<file path="src/rtl/dm_arb_pkg.sv">
// Shared types and default widths for the data-memory port arbiter.
// Used by dm_port_arbiter, its interface and the optional perf counters.
package dm_arb_pkg;

    localparam int DM_ADDR_W = 32;
    localparam int DM_DATA_W = 32;
    localparam int STARVE_W  = 4;
    localparam int CNT_W     = 32;

    typedef enum logic [1:0] {
        IDLE     = 2'd0,
        BUSY_CPU = 2'd1,
        BUSY_DBG = 2'd2
    } arb_state_e;

    typedef enum logic {
        GNT_CPU = 1'b0,
        GNT_DBG = 1'b1
    } gnt_src_e;

endpackage

</file>
<file path="src/rtl/dm_port_arbiter_if.sv">
// CPU, debug and memory-side signal bundle of the data-memory arbiter.
// slave: the arbiter itself; master: the surrounding requesters and memory.
interface dm_port_arbiter_if
    import dm_arb_pkg::*;
#(
    parameter int ADDR_W = DM_ADDR_W,
    parameter int DATA_W = DM_DATA_W
);
    logic              cpu_req_i;
    logic              cpu_we_i;
    logic [ADDR_W-1:0] cpu_addr_i;
    logic [DATA_W-1:0] cpu_wdata_i;
    logic [DATA_W-1:0] cpu_rdata_o;
    logic              cpu_stall_o;

    logic              dbg_req_i;
    logic              dbg_we_i;
    logic [ADDR_W-1:0] dbg_addr_i;
    logic [DATA_W-1:0] dbg_wdata_i;
    logic [DATA_W-1:0] dbg_rdata_o;
    logic              dbg_ack_o;

    logic              mem_req_o;
    logic              mem_we_o;
    logic [ADDR_W-1:0] mem_addr_o;
    logic [DATA_W-1:0] mem_wdata_o;
    logic [DATA_W-1:0] mem_rdata_i;
    logic              mem_ack_i;

    modport slave (
        input  cpu_req_i, cpu_we_i, cpu_addr_i, cpu_wdata_i,
        output cpu_rdata_o, cpu_stall_o,
        input  dbg_req_i, dbg_we_i, dbg_addr_i, dbg_wdata_i,
        output dbg_rdata_o, dbg_ack_o,
        output mem_req_o, mem_we_o, mem_addr_o, mem_wdata_o,
        input  mem_rdata_i, mem_ack_i
    );

    modport master (
        output cpu_req_i, cpu_we_i, cpu_addr_i, cpu_wdata_i,
        input  cpu_rdata_o, cpu_stall_o,
        output dbg_req_i, dbg_we_i, dbg_addr_i, dbg_wdata_i,
        input  dbg_rdata_o, dbg_ack_o,
        input  mem_req_o, mem_we_o, mem_addr_o, mem_wdata_o,
        output mem_rdata_i, mem_ack_i
    );

endinterface

</file>
<file path="src/rtl/dm_arb_perf_cnt.sv">
// Wrapping stall-cycle and debug-grant counters for the arbiter.
// Instantiated only when DM_ARB_PERF_CNT_EN is defined.
module dm_arb_perf_cnt
    import dm_arb_pkg::*;
(
    input  logic             clk,
    input  logic             rst,
    input  logic             stall,
    input  logic             dbg_grant,
    output logic [CNT_W-1:0] stall_cnt,
    output logic [CNT_W-1:0] dbg_grant_cnt
);

    always_ff @(posedge clk or posedge rst) begin
        if (rst) begin
            stall_cnt     <= '0;
            dbg_grant_cnt <= '0;
        end else begin
            if (stall)     stall_cnt     <= stall_cnt + 1'b1;
            if (dbg_grant) dbg_grant_cnt <= dbg_grant_cnt + 1'b1;
        end
    end

endmodule

</file>
<file path="src/rtl/dm_port_arbiter.sv">
// Shares the single-port data memory between MEM stage and debug port.
// Optional perf counters: define DM_ARB_PERF_CNT_EN.
module dm_port_arbiter
    import dm_arb_pkg::*;
#(
    parameter int ADDR_W     = DM_ADDR_W,
    parameter int DATA_W     = DM_DATA_W,
    parameter int STARVE_MAX = 4
) (
    input  logic             clk_i,
    input  logic             rst_i,
    dm_port_arbiter_if.slave bus,
    output logic [CNT_W-1:0] stall_cnt_o,
    output logic [CNT_W-1:0] dbg_grant_cnt_o
);

    arb_state_e          state_q, state_d;
    gnt_src_e            gnt;
    logic                req_q, req_d;
    logic                we_q, we_d;
    logic [ADDR_W-1:0]   addr_q, addr_d;
    logic [DATA_W-1:0]   wdata_q, wdata_d;
    logic [STARVE_W-1:0] starve_q, starve_d;
    logic                starve_full;
    logic                grant;

    assign starve_full = (starve_q == STARVE_W'(STARVE_MAX));

    always_ff @(posedge clk_i or posedge rst_i) begin
        if (rst_i) begin
            state_q  <= IDLE;
            req_q    <= 1'b0;
            we_q     <= 1'b0;
            addr_q   <= '0;
            wdata_q  <= '0;
            starve_q <= '0;
        end else begin
            state_q  <= state_d;
            req_q    <= req_d;
            we_q     <= we_d;
            addr_q   <= addr_d;
            wdata_q  <= wdata_d;
            starve_q <= starve_d;
        end
    end

    always_comb begin
        state_d  = state_q;
        req_d    = req_q;
        we_d     = we_q;
        addr_d   = addr_q;
        wdata_d  = wdata_q;
        starve_d = starve_q;
        gnt      = GNT_CPU;
        grant    = 1'b0;
        unique case (state_q)
            IDLE: begin
                if (!bus.dbg_req_i) starve_d = '0;
                if (bus.dbg_req_i &&
                    (!bus.cpu_req_i || starve_full)) begin
                    gnt      = GNT_DBG;
                    grant    = 1'b1;
                    state_d  = BUSY_DBG;
                    starve_d = '0;
                end else if (bus.cpu_req_i) begin
                    grant   = 1'b1;
                    state_d = BUSY_CPU;
                    // debug port is losing this round
                    if (bus.dbg_req_i && !starve_full)
                        starve_d = starve_q + 1'b1;
                end
                if (grant) begin
                    req_d = 1'b1;
                    if (gnt == GNT_DBG) begin
                        we_d    = bus.dbg_we_i;
                        addr_d  = bus.dbg_addr_i;
                        wdata_d = bus.dbg_wdata_i;
                    end else begin
                        we_d    = bus.cpu_we_i;
                        addr_d  = bus.cpu_addr_i;
                        wdata_d = bus.cpu_wdata_i;
                    end
                end
            end
            BUSY_CPU, BUSY_DBG: begin
                if (bus.mem_ack_i) begin
                    state_d = IDLE;
                    req_d   = 1'b0;
                end
            end
            default: begin
                state_d = IDLE;
                req_d   = 1'b0;
            end
        endcase
    end

    assign bus.mem_req_o   = req_q;
    assign bus.mem_we_o    = we_q;
    assign bus.mem_addr_o  = addr_q;
    assign bus.mem_wdata_o = wdata_q;

    assign bus.cpu_rdata_o = bus.mem_rdata_i;
    assign bus.dbg_rdata_o = bus.mem_rdata_i;
    assign bus.dbg_ack_o   = (state_q == BUSY_DBG) && bus.mem_ack_i;
    assign bus.cpu_stall_o = bus.cpu_req_i &&
        !((state_q == BUSY_CPU) && bus.mem_ack_i);

`ifdef DM_ARB_PERF_CNT_EN
    logic dbg_grant;

    assign dbg_grant = grant && (gnt == GNT_DBG);

    dm_arb_perf_cnt u_perf (
        .clk           (clk_i),
        .rst           (rst_i),
        .stall         (bus.cpu_stall_o),
        .dbg_grant     (dbg_grant),
        .stall_cnt     (stall_cnt_o),
        .dbg_grant_cnt (dbg_grant_cnt_o)
    );
`else
    assign stall_cnt_o     = '0;
    assign dbg_grant_cnt_o = '0;
`endif

endmodule

</file>
<file path="src/flat_wrapper.sv">
// flat-port wrapper written by rule: the top's interface ports become plain ports
module dm_port_arbiter_flat import dm_arb_pkg::*;
#(
    parameter int ADDR_W     = DM_ADDR_W,
    parameter int DATA_W     = DM_DATA_W,
    parameter int STARVE_MAX = 4
)
  (clk_i, rst_i, stall_cnt_o, dbg_grant_cnt_o, bus_cpu_req_i, bus_cpu_we_i, bus_cpu_addr_i, bus_cpu_wdata_i, bus_cpu_rdata_o, bus_cpu_stall_o, bus_dbg_req_i, bus_dbg_we_i, bus_dbg_addr_i, bus_dbg_wdata_i, bus_dbg_rdata_o, bus_dbg_ack_o, bus_mem_req_o, bus_mem_we_o, bus_mem_addr_o, bus_mem_wdata_o, bus_mem_rdata_i, bus_mem_ack_i);
  dm_port_arbiter_if #(.ADDR_W(ADDR_W), .DATA_W(DATA_W)) bus_i ();
  input  logic clk_i;
  input  logic rst_i;
  output logic [CNT_W-1:0] stall_cnt_o;
  output logic [CNT_W-1:0] dbg_grant_cnt_o;
  input wire logic [$bits(bus_i.cpu_req_i)-1:0] bus_cpu_req_i;
  input wire logic [$bits(bus_i.cpu_we_i)-1:0] bus_cpu_we_i;
  input wire logic [$bits(bus_i.cpu_addr_i)-1:0] bus_cpu_addr_i;
  input wire logic [$bits(bus_i.cpu_wdata_i)-1:0] bus_cpu_wdata_i;
  output wire logic [$bits(bus_i.cpu_rdata_o)-1:0] bus_cpu_rdata_o;
  output wire logic [$bits(bus_i.cpu_stall_o)-1:0] bus_cpu_stall_o;
  input wire logic [$bits(bus_i.dbg_req_i)-1:0] bus_dbg_req_i;
  input wire logic [$bits(bus_i.dbg_we_i)-1:0] bus_dbg_we_i;
  input wire logic [$bits(bus_i.dbg_addr_i)-1:0] bus_dbg_addr_i;
  input wire logic [$bits(bus_i.dbg_wdata_i)-1:0] bus_dbg_wdata_i;
  output wire logic [$bits(bus_i.dbg_rdata_o)-1:0] bus_dbg_rdata_o;
  output wire logic [$bits(bus_i.dbg_ack_o)-1:0] bus_dbg_ack_o;
  output wire logic [$bits(bus_i.mem_req_o)-1:0] bus_mem_req_o;
  output wire logic [$bits(bus_i.mem_we_o)-1:0] bus_mem_we_o;
  output wire logic [$bits(bus_i.mem_addr_o)-1:0] bus_mem_addr_o;
  output wire logic [$bits(bus_i.mem_wdata_o)-1:0] bus_mem_wdata_o;
  input wire logic [$bits(bus_i.mem_rdata_i)-1:0] bus_mem_rdata_i;
  input wire logic [$bits(bus_i.mem_ack_i)-1:0] bus_mem_ack_i;
  assign bus_i.cpu_req_i = bus_cpu_req_i;
  assign bus_i.cpu_we_i = bus_cpu_we_i;
  assign bus_i.cpu_addr_i = bus_cpu_addr_i;
  assign bus_i.cpu_wdata_i = bus_cpu_wdata_i;
  assign bus_cpu_rdata_o = bus_i.cpu_rdata_o;
  assign bus_cpu_stall_o = bus_i.cpu_stall_o;
  assign bus_i.dbg_req_i = bus_dbg_req_i;
  assign bus_i.dbg_we_i = bus_dbg_we_i;
  assign bus_i.dbg_addr_i = bus_dbg_addr_i;
  assign bus_i.dbg_wdata_i = bus_dbg_wdata_i;
  assign bus_dbg_rdata_o = bus_i.dbg_rdata_o;
  assign bus_dbg_ack_o = bus_i.dbg_ack_o;
  assign bus_mem_req_o = bus_i.mem_req_o;
  assign bus_mem_we_o = bus_i.mem_we_o;
  assign bus_mem_addr_o = bus_i.mem_addr_o;
  assign bus_mem_wdata_o = bus_i.mem_wdata_o;
  assign bus_i.mem_rdata_i = bus_mem_rdata_i;
  assign bus_i.mem_ack_i = bus_mem_ack_i;
  dm_port_arbiter #(.ADDR_W(ADDR_W), .DATA_W(DATA_W), .STARVE_MAX(STARVE_MAX)) u_core (.clk_i(clk_i), .rst_i(rst_i), .bus(bus_i), .stall_cnt_o(stall_cnt_o), .dbg_grant_cnt_o(dbg_grant_cnt_o));
endmodule
</file>
<file path="config.mk">
export PLATFORM = sky130hd
export DESIGN_NAME = dm_port_arbiter_flat
export DESIGN_NICKNAME = d
export VERILOG_FILES = /design/src/rtl/dm_arb_pkg.sv /design/src/rtl/dm_port_arbiter_if.sv /design/src/rtl/dm_arb_perf_cnt.sv /design/src/rtl/dm_port_arbiter.sv /design/src/flat_wrapper.sv
export SDC_FILE = /design/constraint.sdc
export NUM_CORES = 1
export LEC_CHECK = 0
export ABC_CLOCK_PERIOD_IN_PS = 3000
export CORE_AREA = 2 2 140 142
export CTS_CLUSTER_DIAMETER = 50
export DETAILED_ROUTE_END_ITERATION = 12
export DIE_AREA = 0 0 142 144
export SYNTH_ARGS = -nofsm -noshare
export SYNTH_HDL_FRONTEND = slang
export SYNTH_SLANG_ARGS = --single-unit
</file>
<file path="constraint.sdc">
create_clock -name clk_i -period 3 [get_ports clk_i]
set_input_delay 0.6 -clock clk_i [delete_from_list [all_inputs] [get_ports clk_i]]
set_output_delay 0.6 -clock clk_i [all_outputs]
set_load 0.01 [all_outputs]
</file>
==> summary.md, run 1 <==
| Metric | Value |
|---|---|
| Outcome | `finished, final reports clean` |
| Sequential area share after synthesis | `0.3723` |
| DR vias/cell | `4.551` |
| Met3 global-route usage | `0.04272` |
| GRT Max-Usage Layer | `met2` |
| Post-Syn Area per Cell | `8.880 µm²` |
| CTS tree | `yes` |
| Drt initial violations | `170` |
| I/O Buffers | `202` |
| Initial antenna violation count | `0` |
| Reg clk slew, reported paths | `0.06 ns` |
| Power share of the combinational group | `0.500` |
| Hold Vio Cnt, Final | `0` |
| Largest net degree at the start of global routing | `67` |
| Synth cell types | `31` |
| Final worst-path cycle share | `0.7958` |
| Post-CTS Resized | `0` |
| Net Sw Frac | `0.3750` |
| Register bit total from synthesis | `72` |
| ANT cells | `0` |
| Met1 global-route usage | `0.1629` |
| Main synth FF type | `dfrtp_1` |
| Vias in the first global route | `4111` |
| Routed WL per cell | `16.33 µm` |
| Grt total ovfl | `0` |
| Leakage | `0.002843 µW` |
| Internal power | `3555 µW` |
| Layout area overhead | `37.72%` |
| Critical path type | `input port to output pin` |
| Cell count after synthesis | `545` |
| Worst hold slack | `0.4826 ns` |
| Net Switching | `2133 µW` |
| R2r setup slk | `0.97 ns` |
| Worst skew pair latency | `0.34 ns` |
| Die width | `142 µm` |
| Nets | `833` |
| Finish-stage setup viols | `0` |
| Die height | `144 µm` |
| Hold path depth | `2` |
| Core Box Area | `19080 µm²` |
| Wirelength, routed | `14.76 mm` |
| Pwr dens | `853.4 nW/µm²` |
| Clock share of power | `0.206` |
| FFs w/ async S/R, synth | `1.000` |
| H-tree depth | `3` |
| Post-detail-place hpwl | `10.26 mm` |
| Longest Clk Path Bufs | `2` |
| GRT Util Overall | `0.1416` |
| Starting Density | `0.2537` |
| Area of the multi-input gates | `2098 µm²` |
| Max_slew headroom | `0.4918` |
| Hold-fix buffers, CTS | `0` |
| DRC errors left | `0` |
| CP Capture Type | `output pin` |
| Required time of the critical path | `2.40 ns` |
| GRT met2 Usage | `0.2423` |
| Min cycle time layout | `2.388 ns` |
| Final Slew Violations | `0` |
| Die ar. | `20450 µm²` |
| YS warnings | `0` |
| Clock skew | `0.01059 ns` |
| Drt first pass iters | `4` |
| Ratio of cells with drive above 1 in the final layout | `0.1066` |
| R2r worst-path depth | `5` |
| Post-DRT Antenna Nets | `0` |
| Postcts setup bufs | `0` |
| Crit-path max FO | `3` |
| Vias | `4114` |
| Setup TNS | `0 ns` |
| Sequential fraction of design power | `0.294` |
| Hold Path Class | `register to register` |
| Clock sink count | `72` |
| Maximum vdd drop | `0.0003358 V` |
| Post-Syn Area | `4840 µm²` |
| Number of synthesized flops with an enable pin | `0` |
| Rows | `51` |
| RSZ-0062 raised after global routing | `no` |
| Register area | `1802 µm²` |
| Global-route wire length before repair | `22.27 mm` |
| Worst-margin pin slew | `0.7623 ns` |
| GP Congestion | `0.7311` |
| Critical path arrival | `1.79 ns` |
| Max Cap Violations | `0` |
| Highest clock rate | `0.4188 GHz` |
| Cts bufs inserted | `9` |
| CTS root buf | `clkbuf_16` |
| CP Launch Type | `input port` |
| Fill cells | `1973` |
| Top-Level Pins | `363` |
path summary, 6_finish.rpt:
check | from | to
min reg2reg | u_core.bus.mem_addr_o[21] | u_core.bus.mem_addr_o[21]
max in group asynchronous | rst_i | u_core.bus.mem_addr_o[11]
max reg2reg | u_core.state_q[0] | u_core.bus.mem_addr_o[21]
min in group asynchronous | rst_i | u_core.bus.mem_wdata_o[8]
min | u_core.bus.mem_addr_o[21] | u_core.bus.mem_addr_o[21]
max | bus_mem_ack_i | bus_cpu_stall_o
stage by stage:
stage	setup WS, ns	cells	utilization	instance area [µm²]	total power [µW]
5_1_grt	0.5467	904	0.3493	6665	6103
6_report	0.6125	904	0.3493	6665	5688
3_3_place_gp	0.6066	888	0.3328	6350	4561
2_1_floorplan	0.5751	608	-	5076	3275
4_1_cts	0.6005	904	0.3493	6665	5787
3_5_place_dp	0.5445	888	0.3328	6350	4579
worst max-delay path, cell delays in order:
cell and delay, ns:
clkdlybuf4s50_1 0.43, a21boi_0 0.19, clkdlybuf4s50_1 0.56
power groups by stage:
stage | Clock (µW) | Combinational (µW) | Sequential [µW]
after floorplan | 0 | 1420 | 1850
after global placement | 0 | 2880 | 1680
after detailed placement | 0 | 2900 | 1680
after CTS | 1220 | 2890 | 1680
after global routing | 1260 | 3120 | 1730
final | 1170 | 2850 | 1670
flip-flops by register name, summed over array words and instances (netlist names):
signal and cells:
u_core.bus.mem_addr_o 32, u_core.bus.mem_req_o 1, u_core.bus.mem_wdata_o 32, u_core.starve_q 4, u_core.state_q 2, u_core.bus.mem_we_o 1
routing by layer:
| metal | vias to the layer above | share of wire | routed length, µm |
|---|---|---|---|
| li1 | 1930 | - | - |
| met1 | 1928 | 0.41 | 6037 |
| met5 | - | 0 | 0 |
| met4 | 0 | 0.033 | 484 |
| met2 | 215 | 0.48 | 7083 |
| met3 | 41 | 0.078 | 1153 |
cells in the final DEF (no fill, tap or decap), types with 3 or more instances in the layout:
master	n
conb_1	64
o211ai_1	25
dfrtp_1	72
inv_1	4
nand4_1	65
a21o_1	4
clkdlybuf4s50_1	201
clkbuf_1	3
buf_4	10
clkbuf_16	9
o211ai_2	40
nand2_1	133
ha_1	4
final cells by class:
type,count,share of cell area
clock inverters,3,0.009762
multi-input cells,359,0.3148
well taps,238,0.04468
flip-flops and latches,72,0.2703
clock buffers,13,0.03754
repair buffers,214,0.3199
inverters,5,0.003004
cells by family (layout without fill, tap and decap cells):
| kind of cell | after synthesis | count (layout) | share of synthesized area |
|---|---|---|---|
| AND/OR/NAND/NOR | 212 | 212 | 0.2058 |
| buffers and inverters | 177 | 235 | 0.2466 |
| AO/OA/AOI/OAI | 78 | 78 | 0.1616 |
| flip-flops | 72 | 72 | 0.3723 |
| adder cells (fa/ha/maj) | 5 | 5 | 0.01293 |
| other | 1 | 64 | 0.0007749 |
Yosys cell counts, types with 2 or more instances:
| master | instances | area [µm²] |
|---|---|---|
| nand2_1 | 133 | 499.2 |
| buf_4 | 129 | 968.4 |
| dfrtp_1 | 72 | 1802 |
| nand4_1 | 65 | 406.6 |
| o211ai_2 | 40 | 500.5 |
| o211ai_1 | 25 | 187.7 |
| clkbuf_1 | 18 | 67.56 |
| buf_2 | 12 | 60.06 |
| buf_1 | 9 | 33.78 |
| ha_1 | 5 | 62.56 |
| inv_1 | 5 | 18.77 |
| a21o_1 | 4 | 30.03 |
| buf_6 | 4 | 45.04 |
| o21ai_0 | 3 | 15.01 |
| a22o_1 | 2 | 17.52 |
| and2_1 | 2 | 12.51 |
| nor2_1 | 2 | 7.510 |
| nor2b_1 | 2 | 12.51 |
Note: power is estimated with default switching activity, not from simulation.
==> run 2: changes to the inputs <==
--- a/config.mk
+++ b/config.mk
@@ -5,11 +5,12 @@
 export SDC_FILE = /design/constraint.sdc
 export NUM_CORES = 1
 export LEC_CHECK = 0
-export ABC_CLOCK_PERIOD_IN_PS = 3000
+export ABC_CLOCK_PERIOD_IN_PS = 2000
 export CORE_AREA = 2 2 140 142
 export CTS_CLUSTER_DIAMETER = 50
 export DETAILED_ROUTE_END_ITERATION = 12
 export DIE_AREA = 0 0 142 144
+export PLACE_DENSITY = 0.66
 export SYNTH_ARGS = -nofsm -noshare
 export SYNTH_HDL_FRONTEND = slang
 export SYNTH_SLANG_ARGS = --single-unit
==> constraint.sdc (replaced) <==
create_clock -name clk_i -period 2 [get_ports clk_i]
set_input_delay 0.4 -clock clk_i [delete_from_list [all_inputs] [get_ports clk_i]]
set_output_delay 0.4 -clock clk_i [all_outputs]
set_load 0.01 [all_outputs]
==> run 2 against run 1 <==
Power up 52%. Clock skew down 0.0032 ns. First-iteration DRC count down 30%. Routed wire length down 4.2%. Sequential power up 49%. Worst hold slack better by 0.0048 ns. Non-clock buffer count up 2. Flip-flop and latch count unchanged. Combinational power up 55%. Critical path depth up 1. Worst setup slack worse by 0.43 ns. Utilization up 0.52 points. Critical path type is now register to output pin. Largest power group unchanged.
==> summary.md, run 2 (synthesized netlist as in run 1, its figures left out) <==
| Metric | Value |
|---|---|
| H-tree depth | `3` |
| Internal power | `5437 µW` |
| RSZ-0062 raised after global routing | `no` |
| Power share of the combinational group | `0.511` |
| DRC errors left | `0` |
| Die ar. | `20450 µm²` |
| Net Switching | `3218 µW` |
| Layout area overhead | `39.76%` |
| Final worst-path cycle share | `0.9099` |
| Post-DRT Antenna Nets | `0` |
| Hold path depth | `2` |
| Leakage | `0.002889 µW` |
| GRT Util Overall | `0.1362` |
| CP Launch Type | `register` |
| Commonest non-fill, non-tap cell in the layout | `clkdlybuf4s50_1` |
| Outcome | `finished, final reports clean` |
| Cts bufs inserted | `9` |
| CP Capture Type | `output pin` |
| Final Cell Area | `6764 µm²` |
| Starting Density | `0.2537` |
| Ratio of cells with drive above 1 in the final layout | `0.1109` |
| Hold Vio Cnt, Final | `0` |
| Placed Area | `6455 µm²` |
| Register area | `1802 µm²` |
| Nets | `835` |
| CTS tree | `yes` |
| Clock sink count | `72` |
| Die width | `142 µm` |
| Crit-path max FO | `3` |
| Area of the multi-input gates | `2098 µm²` |
| Rows | `51` |
| Postcts setup bufs | `0` |
| Top-Level Pins | `363` |
| Most frequent cells in the layout | `199 x clkdlybuf4s50_1, 133 x nand2_1, 72 x dfrtp_1` |
| Worst setup startpoint | `u_core.state_q[0]` |
| Net Sw Frac | `0.3718` |
| ANT cells | `0` |
| DR vias/cell | `4.567` |
| I/O Buffers | `202` |
| Finish-stage setup viols | `0` |
| GP Congestion | `0.6881` |
| Sequential fraction of design power | `0.288` |
| Critical path type | `register to output pin` |
| Vias in the first global route | `4039` |
| R2r worst-path depth | `6` |
| Worst skew pair latency | `0.34 ns` |
| Wirelength, routed | `14.15 mm` |
| Clock share of power | `0.202` |
| FF-to-FF Start | `u_core.state_q[0]` |
| Drt first pass iters | `4` |
| Routed WL per cell | `15.63 µm` |
| Required time of the critical path | `1.60 ns` |
| Largest net degree at the start of global routing | `73` |
| Final Slew Violations | `0` |
| Critical path arrival | `1.42 ns` |
| Maximum vdd drop | `0.0004365 V` |
| R2r setup slk | `0.32 ns` |
| Fill cells | `1963` |
| Initial antenna violation count | `0` |
| Post-detail-place hpwl | `9.502 mm` |
| CTS root buf | `clkbuf_16` |
| Hold path start | `u_core.bus.mem_addr_o[21]` |
| Vias | `4133` |
| Die height | `144 µm` |
| Min cycle time layout | `1.820 ns` |
| Clock skew | `0.007359 ns` |
| Max Cap Violations | `0` |
| Reg clk slew, reported paths | `0.06 ns` |
| Worst r2r dst | `u_core.bus.mem_wdata_o[3]` |
| Pwr dens | `1280 nW/µm²` |
| Core Box Area | `19080 µm²` |
| Setup TNS | `0 ns` |
| Longest Clk Path Bufs | `2` |
| Global-route wire length before repair | `21.51 mm` |
| Grt total ovfl | `0` |
| Drt initial violations | `119` |
| Hold EP | `u_core.bus.mem_addr_o[21]` |
| Highest clock rate | `0.5495 GHz` |
| Hold Path Class | `register to register` |
==> run 2: cell count changes in the layout (fill, tap and decap cells not counted), sizes merged <==
cell / previous run / this run
dlygate4sd2: 0 / 2
clkinv: 2 / 3
buf: 13 / 15
clkinvlp: 0 / 1
clkbuf: 13 / 10
clkdlybuf4s50: 201 / 199
==> run 2: worst max path at each step <==
| stage | to | slack [ns] | depth (start not counted) |
|---|---|---|---|
| after floorplan | bus_cpu_stall_o | 0.29 | 4 |
| after global routing | bus_dbg_ack_o | 0.11 | 4 |
| after global placement | bus_cpu_stall_o | 0.01 | 3 |
| after CTS | bus_dbg_ack_o | 0.16 | 4 |
| after detailed placement | bus_cpu_stall_o | 0.04 | 3 |
| final | bus_dbg_ack_o | 0.18 | 4 |
==> run 2: power by group through the flow <==
stage	logic (µW)	clock network, µW	registers [µW]
after floorplan	2130	0	2780
after global placement	4450	0	2490
after detailed placement	4490	0	2520
after CTS	4490	1820	2510
after global routing	4830	1860	2580
final	4420	1740	2490
==> run 2: repair_timing <==
| item | CTS | global route |
|---|---|---|
| gates resized for setup | 2 | 0 |
| endpoints found under the setup margin | 2 | 0 |
| hold buffers | 0 | 0 |
==> run 2: per-stage QoR <==
step	std cells	hold WS [ns]	utilization	setup slack, ns	total power (µW)
global placement	890	0.4673	0.3383	0.01440	6946
finish	905	0.4875	0.3545	0.1803	8655
detailed placement	890	0.4751	0.3383	0.04001	7006
global route	905	0.4924	0.3545	0.1094	9275
CTS	905	0.4689	0.3545	0.1626	8813
floorplan	608	0.4915	-	0.2856	4913
==> run 2: critical path: stages, from the launching register on <==
cell and delay, ns:
dfrtp_1 0.38, inv_1 0.08, ha_1 0.20, and2_1 0.15, dlygate4sd2_1 0.28
==> run 2: metal layers <==
layer | track usage | routed length (µm) | part of all wire | vias up
met5 | 0 | 0 | 0 | -
met4 | 0.07105 | 450 | 0.032 | 0
met3 | 0.03642 | 1044 | 0.074 | 43
met2 | 0.2441 | 7080 | 0.50 | 189
met1 | 0.1476 | 5570 | 0.39 | 1965
li1 | - | - | - | 1936
==> run 2: final cells by class <==
cell class,count,area share
repair buffers,216,0.3300
multi-input cells,359,0.3102
flip-flops and latches,72,0.2664
well taps,238,0.04403
clock buffers,10,0.03385
clock inverters,5,0.01221
inverters,5,0.003330
==> run 3: changes to the inputs <==
--- a/config.mk
+++ b/config.mk
@@ -11,6 +11,7 @@
 export DETAILED_ROUTE_END_ITERATION = 12
 export DIE_AREA = 0 0 142 144
 export PLACE_DENSITY = 0.66
+export RECOVER_POWER = 50
 export SYNTH_ARGS = -nofsm -noshare
 export SYNTH_HDL_FRONTEND = slang
 export SYNTH_SLANG_ARGS = --single-unit
==> run 3 against run 2 <==
Clock skew about the same. Count of clock-buffer cells in the layout stayed put. Routed wire length barely moved. Final area decreased by 0.18%. Clock power barely moved. Largest cell class unchanged.
==> summary.md, run 3 (synthesized netlist as in run 1, its figures left out) <==
| Metric | Value |
|---|---|
| Routed WL per cell | `15.64 µm` |
| Post-CTS Resized | `2` |
| Final Slew Violations | `0` |
| DR vias/cell | `4.545` |
| ANT cells | `0` |
| Critical path arrival | `1.42 ns` |
| Worst-margin pin slew | `1.043 ns` |
| Max_slew headroom | `0.3047` |
| Global-route wire length before repair | `21.51 mm` |
| Hold-fix buffers, CTS | `0` |
| Longest Clk Path Bufs | `2` |
| Clock sink count | `72` |
| Vias in the first global route | `4039` |
| Top-Level Pins | `363` |
| Pwr dens | `1281 nW/µm²` |
| Drt initial violations | `123` |
| Postcts setup bufs | `0` |
| Reg clk slew, reported paths | `0.06 ns` |
| Crit-path max FO | `3` |
| Leakage | `0.002884 µW` |
| GRT Util Overall | `0.1362` |
| End-of-flow core utilization | `0.3539` |
| Max Cap Violations | `0` |
| Worst skew pair latency | `0.34 ns` |
| Finish-stage setup viols | `0` |
| Highest clock rate | `0.5495 GHz` |
| Starting Density | `0.2537` |
| Wirelength, routed | `14.15 mm` |
| FF-to-FF Start | `u_core.state_q[0]` |
| I/O Buffers | `202` |
| Most frequent cells in the layout | `198 x clkdlybuf4s50_1, 133 x nand2_1, 72 x dfrtp_1` |
| Final worst-path cycle share | `0.9099` |
| GP Congestion | `0.6881` |
| CP Launch Type | `register` |
| Ratio of cells with drive above 1 in the final layout | `0.1109` |
| Drt first pass iters | `4` |
| Nets | `835` |
| Cts bufs inserted | `9` |
| Hold path start | `u_core.bus.mem_addr_o[21]` |
| Worst setup startpoint | `u_core.state_q[0]` |
| Largest net degree at the start of global routing | `73` |
| Vias | `4113` |
| Clock share of power | `0.202` |
| H-tree depth | `3` |
| CTS tree | `yes` |
| Die width | `142 µm` |
| Post-detail-place hpwl | `9.502 mm` |
| CTS root buf | `clkbuf_16` |
| Grt total ovfl | `0` |
| Core Box Area | `19080 µm²` |
| Required time of the critical path | `1.60 ns` |
| Commonest non-fill, non-tap cell in the layout | `clkdlybuf4s50_1` |
| DRC errors left | `0` |
| Outcome | `finished, final reports clean` |
| Hold Vio Cnt, Final | `0` |
| Net Switching | `3216 µW` |
| Net Sw Frac | `0.3718` |
| Rows | `51` |
| Die ar. | `20450 µm²` |
| Initial antenna violation count | `0` |
| Sequential fraction of design power | `0.288` |
| Internal power | `5434 µW` |
| Min cycle time layout | `1.820 ns` |
| Power share of the combinational group | `0.510` |
| Critical path type | `register to output pin` |
| Post-DRT Antenna Nets | `0` |
| Die height | `144 µm` |
| Clock skew | `0.007362 ns` |
| Layout area overhead | `39.50%` |
| CP Capture Type | `output pin` |
| Hold Path Class | `register to register` |
| RSZ-0062 raised after global routing | `no` |
| Maximum vdd drop | `0.0004352 V` |
| Setup TNS | `0 ns` |
[run 3: cell types whose count changed in the layout (fill, tap and decap cells not counted), sizes merged]
cell	change
buf	-1
clkbuf	+1
clkdlybuf4s50	-1
dlygate4sd3	+1
[run 3: layout make-up]
type / count / area, µm²
flip-flops and latches: 72 / 1802
inverters: 5 / 22.52
repair buffers: 216 / 2220
fillers: 1964 / 12330
clock buffers: 10 / 229.0
multi-input cells: 359 / 2098
well taps: 238 / 297.8
clock inverters: 5 / 82.58
[run 3: path summary, 6_finish.rpt]
kind	endpoint	slack, ns	depth (start not counted)
max in group asynchronous	u_core.bus.mem_addr_o[19]	0.39	3
min reg2reg	u_core.bus.mem_addr_o[21]	0.49	2
min in group asynchronous	u_core.bus.mem_wdata_o[17]	0.94	3
max reg2reg	u_core.bus.mem_wdata_o[3]	0.32	6
max	bus_dbg_ack_o	0.18	4
min	u_core.bus.mem_addr_o[21]	0.49	2
[run 3: layer usage]
metal	routed length, µm	vias up	share of wire	global-route usage
met5	0	-	0	0
met4	451	0	0.032	0.07105
met3	1043	43	0.074	0.03642
met2	7077	187	0.50	0.2441
met1	5581	1946	0.39	0.1476
li1	-	1937	-	-
[run 3: power groups by stage]
stage                     sequential, µW  combinational [µW]  clock (µW)
after CTS                           2510                4490        1820
after detailed placement            2520                4490           0
after global routing                2580                4830        1860
final                               2490                4410        1740
after floorplan                     2780                2130           0
after global placement              2490                4450           0
[run 3: critical path, cell delays in order, from the launching register on]
cell and delay [ns]:
dfrtp_1 0.38, inv_1 0.08, ha_1 0.20, and2_1 0.15, dlygate4sd2_1 0.28
[run 3: per-stage QoR]
step / setup slack [ns] / total power (µW) / hold WS (ns) / cells / area, µm²
after floorplan: 0.2856 / 4913 / 0.4915 / 608 / 5080
after global placement: 0.01440 / 6946 / 0.4673 / 890 / 6455
after detailed placement: 0.04001 / 7006 / 0.4751 / 890 / 6455
after CTS: 0.1626 / 8813 / 0.4689 / 905 / 6764
after global routing: 0.1094 / 9271 / 0.4924 / 905 / 6751
final: 0.1803 / 8649 / 0.4875 / 905 / 6751
